--- src/rtl/intpol2_d4_seq_ctrl_if.sv ---
// Handshake bundle between the sequencer, the input I/Q FIFO, the interpolation
// core and the downstream I/Q FIFOs.
interface intpol2_d4_seq_ctrl_if #(
  parameter int FACTOR_WIDTH = 4
);
  logic                    fifo_empty_i;
  logic                    fifo_rd_o;
  logic                    afull_I_i;
  logic                    afull_Q_i;
  logic                    core_load_o;
  logic                    core_step_o;
  logic                    write_enable_o;
  logic [FACTOR_WIDTH-1:0] phase_o;

  modport master (
    input  fifo_empty_i, afull_I_i, afull_Q_i,
    output fifo_rd_o, core_load_o, core_step_o, write_enable_o, phase_o
  );

  modport slave (
    output fifo_empty_i, afull_I_i, afull_Q_i,
    input  fifo_rd_o, core_load_o, core_step_o, write_enable_o, phase_o
  );
endinterface

--- src/rtl/intpol2_d4_seq_ctrl.sv ---
// Burst sequencer for the I/Q 2nd-order interpolator: pops one sample pair,
// loads the core, steps it through L phases under downstream back-pressure.
module intpol2_d4_seq_ctrl #(
  parameter int CNT_WIDTH    = 16,
  parameter int FACTOR_WIDTH = 4
) (
  input  logic                    clk,
  input  logic                    rst,
  input  logic                    start,
  input  logic                    abort,
  input  logic [CNT_WIDTH-1:0]    n_samples,
  input  logic [FACTOR_WIDTH-1:0] factor,
  input  logic                    int_clr,
  intpol2_d4_seq_ctrl_if.master   bus,
  output logic                    busy_o,
  output logic                    done_o,
  output logic                    int_req_o
);

  typedef enum logic [2:0] {S_IDLE, S_FETCH, S_LOAD, S_RUN, S_DONE} state_t;

  state_t                  r_state, w_state_nxt;
  logic [CNT_WIDTH-1:0]    r_cnt, w_cnt_nxt, r_n, w_n_nxt, w_cnt_inc;
  logic [FACTOR_WIDTH-1:0] r_phase, w_phase_nxt, r_l, w_l_nxt, w_l_last;
  logic                    r_int, w_int_nxt;
  logic                    w_stall, w_step, w_done;

  assign w_stall   = bus.afull_I_i | bus.afull_Q_i;
  assign w_cnt_inc = r_cnt + CNT_WIDTH'(1);
  assign w_l_last  = r_l - FACTOR_WIDTH'(1);

  always_ff @(posedge clk or negedge rst) begin
    if (!rst) begin
      r_state <= S_IDLE;
      r_cnt   <= '0;
      r_n     <= '0;
      r_phase <= '0;
      r_l     <= '0;
      r_int   <= 1'b0;
    end else begin
      r_state <= w_state_nxt;
      r_cnt   <= w_cnt_nxt;
      r_n     <= w_n_nxt;
      r_phase <= w_phase_nxt;
      r_l     <= w_l_nxt;
      r_int   <= w_int_nxt;
    end
  end

  always_comb begin
    w_state_nxt = r_state;
    w_cnt_nxt   = r_cnt;
    w_n_nxt     = r_n;
    w_phase_nxt = r_phase;
    w_l_nxt     = r_l;
    w_int_nxt   = r_int & ~int_clr;
    if (abort) begin
      w_state_nxt = S_IDLE;
    end else begin
      case (r_state)
        S_IDLE: begin
          if (start) begin
            w_n_nxt     = n_samples;
            w_l_nxt     = (factor == '0) ? FACTOR_WIDTH'(1) : factor;
            w_cnt_nxt   = '0;
            w_phase_nxt = '0;
            w_state_nxt = (n_samples == '0) ? S_DONE : S_FETCH;
          end
        end
        S_FETCH: begin
          if (!bus.fifo_empty_i) w_state_nxt = S_LOAD;
        end
        S_LOAD: begin
          w_phase_nxt = '0;
          w_state_nxt = S_RUN;
        end
        S_RUN: begin
          if (!w_stall) begin
            if (r_phase == w_l_last) begin
              w_phase_nxt = '0;
              w_cnt_nxt   = w_cnt_inc;
              w_state_nxt = (w_cnt_inc == r_n) ? S_DONE : S_FETCH;
            end else begin
              w_phase_nxt = r_phase + FACTOR_WIDTH'(1);
            end
          end
        end
        S_DONE: begin
          // Setting the interrupt takes priority over a simultaneous clear.
          w_int_nxt   = 1'b1;
          w_state_nxt = S_IDLE;
        end
        default: w_state_nxt = S_IDLE;
      endcase
    end
  end

  // Strobes are masked by abort so a cancelled burst never pops or writes again.
  assign w_step             = (r_state == S_RUN) & ~w_stall & ~abort;
  assign w_done             = (r_state == S_DONE) & ~abort;
  assign bus.fifo_rd_o      = (r_state == S_FETCH) & ~bus.fifo_empty_i & ~abort;
  assign bus.core_load_o    = (r_state == S_LOAD) & ~abort;
  assign bus.core_step_o    = w_step;
  assign bus.write_enable_o = w_step;
  assign bus.phase_o        = r_phase;
  assign busy_o             = (r_state != S_IDLE);
  assign done_o             = w_done;
  assign int_req_o          = r_int | w_done;

endmodule
--- src/flat_wrapper.sv ---
// flat-port wrapper written by rule: the top's interface ports become plain ports
module intpol2_d4_seq_ctrl_flat 
#(
  parameter int CNT_WIDTH    = 16,
  parameter int FACTOR_WIDTH = 4
)
  (clk, rst, start, abort, n_samples, factor, int_clr, busy_o, done_o, int_req_o, bus_fifo_empty_i, bus_afull_I_i, bus_afull_Q_i, bus_fifo_rd_o, bus_core_load_o, bus_core_step_o, bus_write_enable_o, bus_phase_o);
  intpol2_d4_seq_ctrl_if #(.FACTOR_WIDTH(FACTOR_WIDTH)) bus_i ();
  input  logic clk;
  input  logic rst;
  input  logic start;
  input  logic abort;
  input  logic [CNT_WIDTH-1:0] n_samples;
  input  logic [FACTOR_WIDTH-1:0] factor;
  input  logic int_clr;
  output logic busy_o;
  output logic done_o;
  output logic int_req_o;
  input wire logic [$bits(bus_i.fifo_empty_i)-1:0] bus_fifo_empty_i;
  input wire logic [$bits(bus_i.afull_I_i)-1:0] bus_afull_I_i;
  input wire logic [$bits(bus_i.afull_Q_i)-1:0] bus_afull_Q_i;
  output wire logic [$bits(bus_i.fifo_rd_o)-1:0] bus_fifo_rd_o;
  output wire logic [$bits(bus_i.core_load_o)-1:0] bus_core_load_o;
  output wire logic [$bits(bus_i.core_step_o)-1:0] bus_core_step_o;
  output wire logic [$bits(bus_i.write_enable_o)-1:0] bus_write_enable_o;
  output wire logic [$bits(bus_i.phase_o)-1:0] bus_phase_o;
  assign bus_i.fifo_empty_i = bus_fifo_empty_i;
  assign bus_i.afull_I_i = bus_afull_I_i;
  assign bus_i.afull_Q_i = bus_afull_Q_i;
  assign bus_fifo_rd_o = bus_i.fifo_rd_o;
  assign bus_core_load_o = bus_i.core_load_o;
  assign bus_core_step_o = bus_i.core_step_o;
  assign bus_write_enable_o = bus_i.write_enable_o;
  assign bus_phase_o = bus_i.phase_o;
  intpol2_d4_seq_ctrl #(.CNT_WIDTH(CNT_WIDTH), .FACTOR_WIDTH(FACTOR_WIDTH)) u_core (.clk(clk), .rst(rst), .start(start), .abort(abort), .n_samples(n_samples), .factor(factor), .int_clr(int_clr), .bus(bus_i), .busy_o(busy_o), .done_o(done_o), .int_req_o(int_req_o));
endmodule
--- config.mk ---
export PLATFORM = sky130hd
export DESIGN_NAME = intpol2_d4_seq_ctrl_flat
export DESIGN_NICKNAME = d
export VERILOG_FILES = /design/src/rtl/intpol2_d4_seq_ctrl_if.sv /design/src/rtl/intpol2_d4_seq_ctrl.sv /design/src/flat_wrapper.sv
export SDC_FILE = /design/constraint.sdc
export NUM_CORES = 1
export LEC_CHECK = 0
export CORE_MARGIN = 5
export CORE_UTILIZATION = 61
export CTS_BUF_LIST = sky130_fd_sc_hd__clkbuf_4
export CTS_CLUSTER_DIAMETER = 40
export DETAILED_ROUTE_END_ITERATION = 16
export PLACE_DENSITY = 0.93
export SLEW_MARGIN = 10
export SYNTH_ARGS = -nofsm -noshare
export SYNTH_HDL_FRONTEND = slang
export SYNTH_SLANG_ARGS = --single-unit
--- constraint.sdc ---
create_clock -name clk -period 4.7 [get_ports clk]
set_input_delay 1.41 -clock clk [delete_from_list [all_inputs] [get_ports clk]]
set_output_delay 1.41 -clock clk [all_outputs]
set_load 0.01 [all_outputs]
==> reports/metrics.csv <==
stage;metric;value;unit
status;outcome;completed;
timing;Finish-stage setup viols;0;
timing;Final Hold Vio Count;0;
cells_and_area;n_diodes;0;
grt;busiest grt layer;met2;
critical_path;Critical Path Sink Type;primary output;
logic_synthesis;most common cell in the netlist;dfrtp_1;
logic_synthesis;total number of yosys warnings;0;
timing;Fmax;0.217;GHz
clocking;H-tree depth;2;
grt;largest net degree at the start of global routing;45;
logic_synthesis;post-synth top area share;40.6;%
cells_and_area;Final Cell Area;0.00312;mm2
timing;setup_tns;0;ps
clocking;post-CTS sizing;0;
timing;Slew Viols, Final;0;
logic_synthesis;top cell type by total area after synthesis;dfrtp_1;
clocking;later-pin clock latency in the skew report;350;ps
grt;met2 usage;40.9;%
logic_synthesis;Synth top cells by count;dfrtp_1, o21ai_0, mux2_2;
grt;M3 GR Usage;4.02;%
cells_and_area;number of fillers in the final layout;319;
power;PwrDens;392;mW/mm2
routing;drt pass-1 iters;5;
placement;Placer Congestion;0.893;
routing;Post-Route WL;6530;um
cells_and_area;layout cells sized above 1;12.2;%
logic_synthesis;Primary FF master, synth;dfrtp_1;
routing;# DRC;0;
logic_synthesis;Mean Syn Cell Area;9.28;um2
floorplanning;die footprint;0.00587;mm2
cells_and_area;Layout Nets;353;
critical_path;Data arrival, critical path;3190;ps
clocking;total CTS buffers;5;
logic_synthesis;Yosys cell types;49;
timing;RSZ-0062 raised after global routing;false;
job;Max-Cap Viols;0;
timing;Final Critical Period;4600;ps
grt;overflow left after global routing;0;
grt;first-pass GRT wire length;11300;um
critical_path;WS Path Type;in2out;
grt;routing usage on met1;28.7;%
cells_and_area;area grow syn2layout;15.2;%
timing;Worst Max-Slew Pin Slew;980;ps
logic_synthesis;register area share after synthesis;40.6;%
floorplanning;Die W;76.6;um
clocking;CTS max path bufs;2;
critical_path;crit start category;primary input;
power;Max IR drop VDD;248;uV
critical_path;data required time of the worst path;3290;ps
floorplanning;Starting Density;62.6;%
placement;I/O Buffers;38;
logic_synthesis;Mapped Cells;292;
floorplanning;Core Box Area;0.00432;mm2
power;P_leak;1.25;nW
grt;Overall Global Routing Usage;23.1;%
floorplanning;height of the die;76.6;um
placement;Post-DP Area;0.00308;mm2
placement;DP Wirelength;4820;um
clocking;root buf cell;clkbuf_4;
routing;Post-DRT Antenna Nets;0;
routing;vias per inst;6.54;
logic_synthesis;top cells by area, synth;dfrtp_1, mux2_2, o21ai_0;
grt;initial antenna violation count;0;
logic_synthesis;Post-synth ARST share;100;%
clocking;Reg clk slew, reported paths;120;ps
timing;Final Skew;9.72;ps
critical_path;CP max FO;6;
timing;period utilization;97.9;%
clocking;CTS tree;built;
min_path;Hold Path Class;reg2reg;
floorplanning;# rows;24;
logic_synthesis;synthesized area;0.00271;mm2
logic_synthesis;Mapped Nets;323;
logic_synthesis;flip-flop and latch count after synthesis;44;
timing;Slew HR;34.6;%
routing;wire per inst;17.6;um
routing;vias after detailed routing;2433;
routing;Detailed Route Iter0 Violations;176;
logic_synthesis;Post-synth EDFFs;0;
clocking;Setup Fix Bufs, Post-CTS;0;
clocking;CTS Sinks;44;
floorplanning;io pins;39;
grt;number of global-route vias before repair;2498;
[sequential cells by signal, summed over array words and instances, names as in the netlist]
name and count:
u_core.r_cnt 16, u_core.r_n 16, u_core.bus.phase_o 4, u_core.r_l 4, u_core.r_state 3, u_core.r_int 1
[layout make-up]
cell class / count / area, um2 / area share, %
clock buffers: 5 / 37.5 / 1.20
inverters: 10 / 37.5 / 1.20
multi-input cells: 221 / 1490 / 47.7
flip-flops and latches: 44 / 1100 / 35.3
well taps: 52 / 65.1 / 2.09
repair buffers: 40 / 390 / 12.5
[worst max-delay path, cell delays in order]
cell and delay [ps]:
clkdlybuf4s50_1 440, o211ai_1 210, o31a_1 210, nand2_1 100, nor2_1 100, buf_4 180
clkdlybuf4s50_1 540
[final timing paths]
kind	start	endpoint	slack, ps	cells past startpoint
worst max-delay path	bus_afull_I_i	bus_write_enable_o	100	7
worst min-delay path	u_core.r_int	u_core.r_int	500	1
worst max register to register	u_core.r_cnt[0]	u_core.r_state[2]	1350	8
worst min register to register	u_core.r_int	u_core.r_int	500	1
max in group asynchronous	rst	u_core.r_l[2]	2890	1
min in group asynchronous	rst	u_core.r_cnt[7]	1200	1
[metrics by stage]
step	utilization, %	std cells	hold WS, ps	setup slack [ps]	power [W]
2_1_floorplan	-	292	442	970	0.000915
3_3_place_gp	71.3	367	467	186	0.00103
3_5_place_dp	71.3	367	466	89.4	0.00106
4_1_cts	72.1	372	492	85.9	0.00122
5_1_grt	72.1	372	541	9.32	0.00131
6_report	72.1	372	495	97.9	0.00122
[cells by family (layout without fill, tap and decap cells)]
family	count (synthesis)	count (layout)	share of synthesized area, %
DFF	44	44	40.6
xor gates and xnor gates	27	27	8.73
AOI/OAI and AO/OA	72	72	16.1
buffers and inverters	27	55	4.43
muxes	20	20	8.27
and+or+nand+nor	99	99	20.4
adders and majority gates	3	3	1.39
[layer usage]
layer / share of wire (%) / routed length (um)
met5: 0 / 0
met4: 1.5 / 99
met1: 40 / 2620
met2: 52 / 3380
met3: 6.7 / 435
[what timing repair did]
action,in CTS,in global routing
endpoints found under the hold margin,0,0
setup endpoints to repair,0,1
hold buffers,0,0
[report_power, final]
group	internal (W)	total, W	switching (W)
clock	0.0000503	0.000166	0.000115
combinational	0.000248	0.000481	0.000232
sequential	0.000471	0.000576	0.000105
total	0.000770	0.00122	0.000453
[cells in the final DEF, fill, tap and decap left out, types with 4 or more instances in the layout]
| cell type | synthesis | routed |
|---|---|---|
| nand2b_1 | 4 | 4 |
| clkbuf_4 | 0 | 5 |
| xnor2_1 | 16 | 16 |
| nor3_1 | 8 | 8 |
| o21ai_0 | 34 | 34 |
| dfrtp_1 | 44 | 44 |
| inv_1 | 10 | 10 |
| nor2_1 | 18 | 18 |
| nand4_1 | 4 | 4 |
| o31ai_1 | 10 | 10 |
| or2_2 | 5 | 5 |
| nor4_1 | 11 | 11 |
| nand3_1 | 14 | 14 |
| mux2_2 | 19 | 19 |
| xor2_1 | 11 | 11 |
| nand2_1 | 15 | 15 |
| a21oi_1 | 12 | 12 |
| clkdlybuf4s50_1 | 0 | 37 |
Note: power is estimated with default switching activity, not from simulation.
==> RTL edit 1 (same settings) <==
`r_n` and `r_l` no longer have a reset.
--- a/src/rtl/intpol2_d4_seq_ctrl.sv
+++ b/src/rtl/intpol2_d4_seq_ctrl.sv
@@ -33,18 +33,19 @@
     if (!rst) begin
       r_state <= S_IDLE;
       r_cnt   <= '0;
-      r_n     <= '0;
       r_phase <= '0;
-      r_l     <= '0;
       r_int   <= 1'b0;
     end else begin
       r_state <= w_state_nxt;
       r_cnt   <= w_cnt_nxt;
-      r_n     <= w_n_nxt;
       r_phase <= w_phase_nxt;
-      r_l     <= w_l_nxt;
       r_int   <= w_int_nxt;
     end
+  end
+
+  always_ff @(posedge clk) begin
+    r_n <= w_n_nxt;
+    r_l <= w_l_nxt;
   end
 
   always_comb begin
Check against the original RTL: no difference found for any inputs over 10 cycles, from zero or initial values and one cycle with rst low; that may be too few to reach the edited logic, so the function may still have changed.
==> RTL edit 1 against the unedited design <==
  * Power is 17% lower
  * Wire length rose by 6.4%
  * Critical path depth decreased by 2
  * Final area increased by 3.5%
  * Synthesized area is 3.3% higher
  * Highest routed layer unchanged
  * Die area rose by 2.8%
  * Worst setup slack gained 0.068 ns
  * Sequential cell count unchanged
  * Sequential power fell by 15%
  * Combinational power is 39% lower
  * Critical endpoint is now int_req_o
==> RTL edit 1: results (changes against the unedited design) <==
Vias in the first global route -> 2331 (was 2498)
CP Capture Point -> int_req_o (was bus_write_enable_o)
Met1 GRT Util -> 32.1% (was 28.7%)
Hold_ws -> 0.489 ns (was 0.495 ns)
Slew HR -> 39.4% (was 34.6%)
Port bufs -> 38 (unchanged)
Setup slack after layout -> 0.166 ns (was 0.0979 ns)
Routed length per instance -> 18.8 um (was 17.6 um)
Via-to-Cell Ratio -> 6.65 (was 6.54)
Setup crit start -> abort (was bus_afull_I_i)
Metal2 WL -> 3.45 mm (was 3.38 mm)
Worst Hold End -> u_core.r_int (unchanged)
Placed Area -> 0.00316 sq mm (was 0.00308 sq mm)
Drt pass-1 iters -> 5 (unchanged)
Outcome -> finished, final reports clean (unchanged)
Largest net degree at the start of global routing -> 25 (was 45)
Post-synth top cells -> 24 x dfrtp_1, 21 x nand2_1, 20 x edfxtp_1 (was 44 x dfrtp_1, 34 x o21ai_0, 19 x mux2_2)
DR DRC count -> 0 (unchanged)
First-pass GRT wire length -> 11.4 mm (was 11.3 mm)
NumNets Final -> 347 (was 353)
Crit-path max FO -> 10 (was 6)
Sequential share of the synthesized area -> 42.9% (was 40.6%)
DRT met1 WL -> 2.79 mm (was 2.62 mm)
Met3 WL -> 576 um (was 435 um)
Mapped Nets -> 319 (was 323)
LEAKAGE -> 0.00120 uW (was 0.00125 uW)
Number of synthesized flops with an enable pin -> 20 (was 0)
Worst path arrival time -> 3.12 ns (was 3.19 ns)
Cell count after synthesis -> 288 (was 292)
Final Skew -> 0.00886 ns (was 0.00972 ns)
Setup WS pre-CTS -> 0.163 ns (was 0.0894 ns)
Top post-synthesis cells by area -> dfrtp_1 21%, edfxtp_1 21%, xnor2_1 4.7% (was dfrtp_1 41%, mux2_2 7.9%, o21ai_0 6.3%)
R2R setup slack -> 1.88 ns (was 1.35 ns)
Share of layout cells above drive strength 1 -> 10.4% (was 12.2%)
Post-Route WL -> 6.95 mm (was 6.53 mm)
Post-synth ARST share -> 54.5% (was 100%)
Total track usage -> 23.6% (was 23.1%)
R2R depth -> 7 (was 8)
Cells after DPL -> 361 (was 367)
Met3 Resource Use GR -> 4.28% (was 4.02%)
GPL Wtd Cong -> 0.922 (was 0.893)
Initial DRC count -> 375 (was 176)
Detailed placement HPWL -> 5.18 mm (was 4.82 mm)
Worst vdd ir -> 0.000248 V (about the same)
GR met2 Demand/Resource -> 38.0% (was 40.9%)
Cell variety after synth -> 66 (was 49)
RTL edit 1: worst register-to-register path, stage by stage, from the launching register on:
cell	delay, ns
dfrtp_1	0.63
ha_1	0.54
nand3_1	0.29
nor4_2	0.47
xnor2_1	0.18
o2111ai_1	0.17
nor4_2	0.31
o2bb2ai_1	0.16
RTL edit 1: kinds of logic after synthesis:
logic type,share of synthesized area [%]
xor gates and xnor gates,8.99
AOI/OAI and AO/OA,15.6
adders and majority gates,1.34
and+or+nand+nor,25.3
muxes,0.358
DFF,42.9
buffers and inverters,5.55
RTL edit 1: area by class of cell:
type / count / area (sq um)
inverter: 13 / 48.8
multi-input combinational: 211 / 1440
tap: 52 / 65.1
clock inverter: 3 / 37.5
clock buffer: 5 / 37.5
sequential: 44 / 1200
timing repair buffer: 41 / 398
fill: 290 / 1180
RTL edit 1: power by group:
group / total [uW] / internal [uW] / switching (uW)
Clock: 228 / 109 / 119
Combinational: 294 / 124 / 170
Sequential: 492 / 443 / 48.7
==> RTL edit 2 (same settings) <==
Without the edit above. `FACTOR_WIDTH` is set to 4 in 3 places; all go to 6.
--- a/src/rtl/intpol2_d4_seq_ctrl_if.sv
+++ b/src/rtl/intpol2_d4_seq_ctrl_if.sv
@@ -1,7 +1,7 @@
 // Handshake bundle between the sequencer, the input I/Q FIFO, the interpolation
 // core and the downstream I/Q FIFOs.
 interface intpol2_d4_seq_ctrl_if #(
-  parameter int FACTOR_WIDTH = 4
+  parameter int FACTOR_WIDTH = 6
 );
   logic                    fifo_empty_i;
   logic                    fifo_rd_o;
--- a/src/rtl/intpol2_d4_seq_ctrl.sv
+++ b/src/rtl/intpol2_d4_seq_ctrl.sv
@@ -2,7 +2,7 @@
 // loads the core, steps it through L phases under downstream back-pressure.
 module intpol2_d4_seq_ctrl #(
   parameter int CNT_WIDTH    = 16,
-  parameter int FACTOR_WIDTH = 4
+  parameter int FACTOR_WIDTH = 6
 ) (
   input  logic                    clk,
   input  logic                    rst,
--- a/src/flat_wrapper.sv
+++ b/src/flat_wrapper.sv
@@ -2,7 +2,7 @@
 module intpol2_d4_seq_ctrl_flat 
 #(
   parameter int CNT_WIDTH    = 16,
-  parameter int FACTOR_WIDTH = 4
+  parameter int FACTOR_WIDTH = 6
 )
   (clk, rst, start, abort, n_samples, factor, int_clr, busy_o, done_o, int_req_o, bus_fifo_empty_i, bus_afull_I_i, bus_afull_Q_i, bus_fifo_rd_o, bus_core_load_o, bus_core_step_o, bus_write_enable_o, bus_phase_o);
   intpol2_d4_seq_ctrl_if #(.FACTOR_WIDTH(FACTOR_WIDTH)) bus_i ();
Interface: changed (resized bus_phase_o and factor); port bits go from 39 to 43. The function was not compared with the original's and may differ.
==> RTL edit 2 against the unedited design <==
  * Sequential power grew 5.7%
  * Worst setup slack gained 0.12 ns
  * Final area grew 13%
  * Combinational power shrank 3%
  * Final cell count grew 13%
  * Power grew 8.3%
  * Sequential cell count grew 4
  * Wire length grew 16%
  * Sequential share of layout area shrank 1.3 points
  * Hold slack gained 0.016 ns
  * Via count grew 10%
  * First-iteration DRC count grew 84%
  * Synthesized area grew 12%
  * Critical path type unchanged
  * Critical endpoint is now bus_core_step_o
  * Largest cell class unchanged
==> RTL edit 2: results (changes against the unedited design) <==
Placed Area -> 0.00345 sq mm (was 0.00308 sq mm)
Detailed placement HPWL -> 5.54 mm (was 4.82 mm)
Clock slew seen by the registers of the worst setup and hold paths -> 0.15 ns (was 0.12 ns)
Fillers -> 310 (was 319)
Port bufs -> 42 (was 38)
Vias in the first global route -> 2765 (was 2498)
Final Skew -> 0.0175 ns (was 0.00972 ns)
Cell count after synthesis -> 319 (was 292)
Top post-synthesis cells by area -> dfrtp_1 40%, mux2_2 8.2%, xnor2_1 5.2% (was dfrtp_1 41%, mux2_2 7.9%, o21ai_0 6.3%)
Power share of the sequential group -> 46.0% (was 47.1%)
Routed length per instance -> 17.9 um (was 17.6 um)
Post-cts resize count -> 0 (unchanged)
Comb pwr -> 465 uW (was 481 uW)
Worst-Skew Late Latency -> 0.37 ns (was 0.35 ns)
HP Class -> flop to flop (unchanged)
LEAKAGE -> 0.00138 uW (was 0.00125 uW)
Worst path arrival time -> 3.07 ns (was 3.19 ns)
Mapped Nets -> 352 (was 323)
GPL Wtd Cong -> 0.864 (was 0.893)
Sequential share of the synthesized area -> 39.6% (was 40.6%)
Outcome -> finished, final reports clean (unchanged)
Post-Route WL -> 7.55 mm (was 6.53 mm)
Total track usage -> 25.5% (was 23.1%)
Cell family with most CP delay -> buffers and inverters (unchanged)
First-pass GRT wire length -> 12.9 mm (was 11.3 mm)
Setup WS pre-CTS -> 0.261 ns (was 0.0894 ns)
NumNets Final -> 386 (was 353)
Largest net degree at the start of global routing -> 49 (was 45)
Worst vdd ir -> 0.000293 V (was 0.000248 V)
Share of layout cells above drive strength 1 -> 12.7% (was 12.2%)
Total sequential power -> 609 uW (was 576 uW)
Post-synth top cells -> 48 x dfrtp_1, 24 x nor2_1, 23 x nand2_1 (was 44 x dfrtp_1, 34 x o21ai_0, 19 x mux2_2)
Cell variety after synth -> 58 (was 49)
Slew @ Worst Pin -> 1.11 ns (was 0.980 ns)
Setup crit start -> abort (was bus_afull_I_i)
Reg2reg start -> u_core.r_l[0] (was u_core.r_cnt[0])
## RTL edit 2: worst paths after layout
| path | cells after the start | slack, ns | end |
|---|---|---|---|
| setup / recovery | 4 | 0.22 | bus_core_step_o |
| hold / removal | 1 | 0.51 | u_core.r_int |
| setup reg to reg | 9 | 1.92 | u_core.r_cnt[4] |
| hold reg to reg | 1 | 0.51 | u_core.r_int |
| max in group asynchronous | 1 | 2.81 | u_core.r_state[0] |
| min in group asynchronous | 1 | 1.22 | u_core.r_cnt[13] |
## RTL edit 2: per-layer routing
metal	up-vias	share of wire [%]	global-route usage, %
met5	-	0	0
met4	0	3.0	10.5
met3	32	6.1	4.93
met2	109	52	43.7
met1	1299	39	31.3
li1	1242	-	-
## RTL edit 2: worst reg2reg max path: stages, from the launching register on
cell       delay, ns
dfrtp_1         0.45
inv_1           0.10
ha_1            0.22
nand2b_1        0.15
a21oi_1         0.07
a311o_1         0.36
a2111oi_4       0.54
a21oi_2         0.20
nor2_4          0.41
a31oi_1         0.16
## RTL edit 2: layout make-up
| type | instances | area, sq um | share of cell area, % |
|---|---|---|---|
| well taps | 67 | 83.8 | 2.37 |
| clock inverters | 2 | 35.0 | 0.992 |
| repair buffers | 44 | 430 | 12.2 |
| inverters | 12 | 45.0 | 1.27 |
| clock buffers | 6 | 45.0 | 1.27 |
| multi-input cells | 242 | 1690 | 47.9 |
| flip-flops and latches | 48 | 1200 | 34.0 |
## RTL edit 2: logic make-up after synthesis
logic type	share of synthesized area, %
flip-flops	39.6
AO/OA/AOI/OAI	17.2
multiplexers	8.49
buffers and inverters	4.66
AND/OR/NAND/NOR	20.5
XOR/XNOR	8.37
adder cells (fa/ha/maj)	1.24
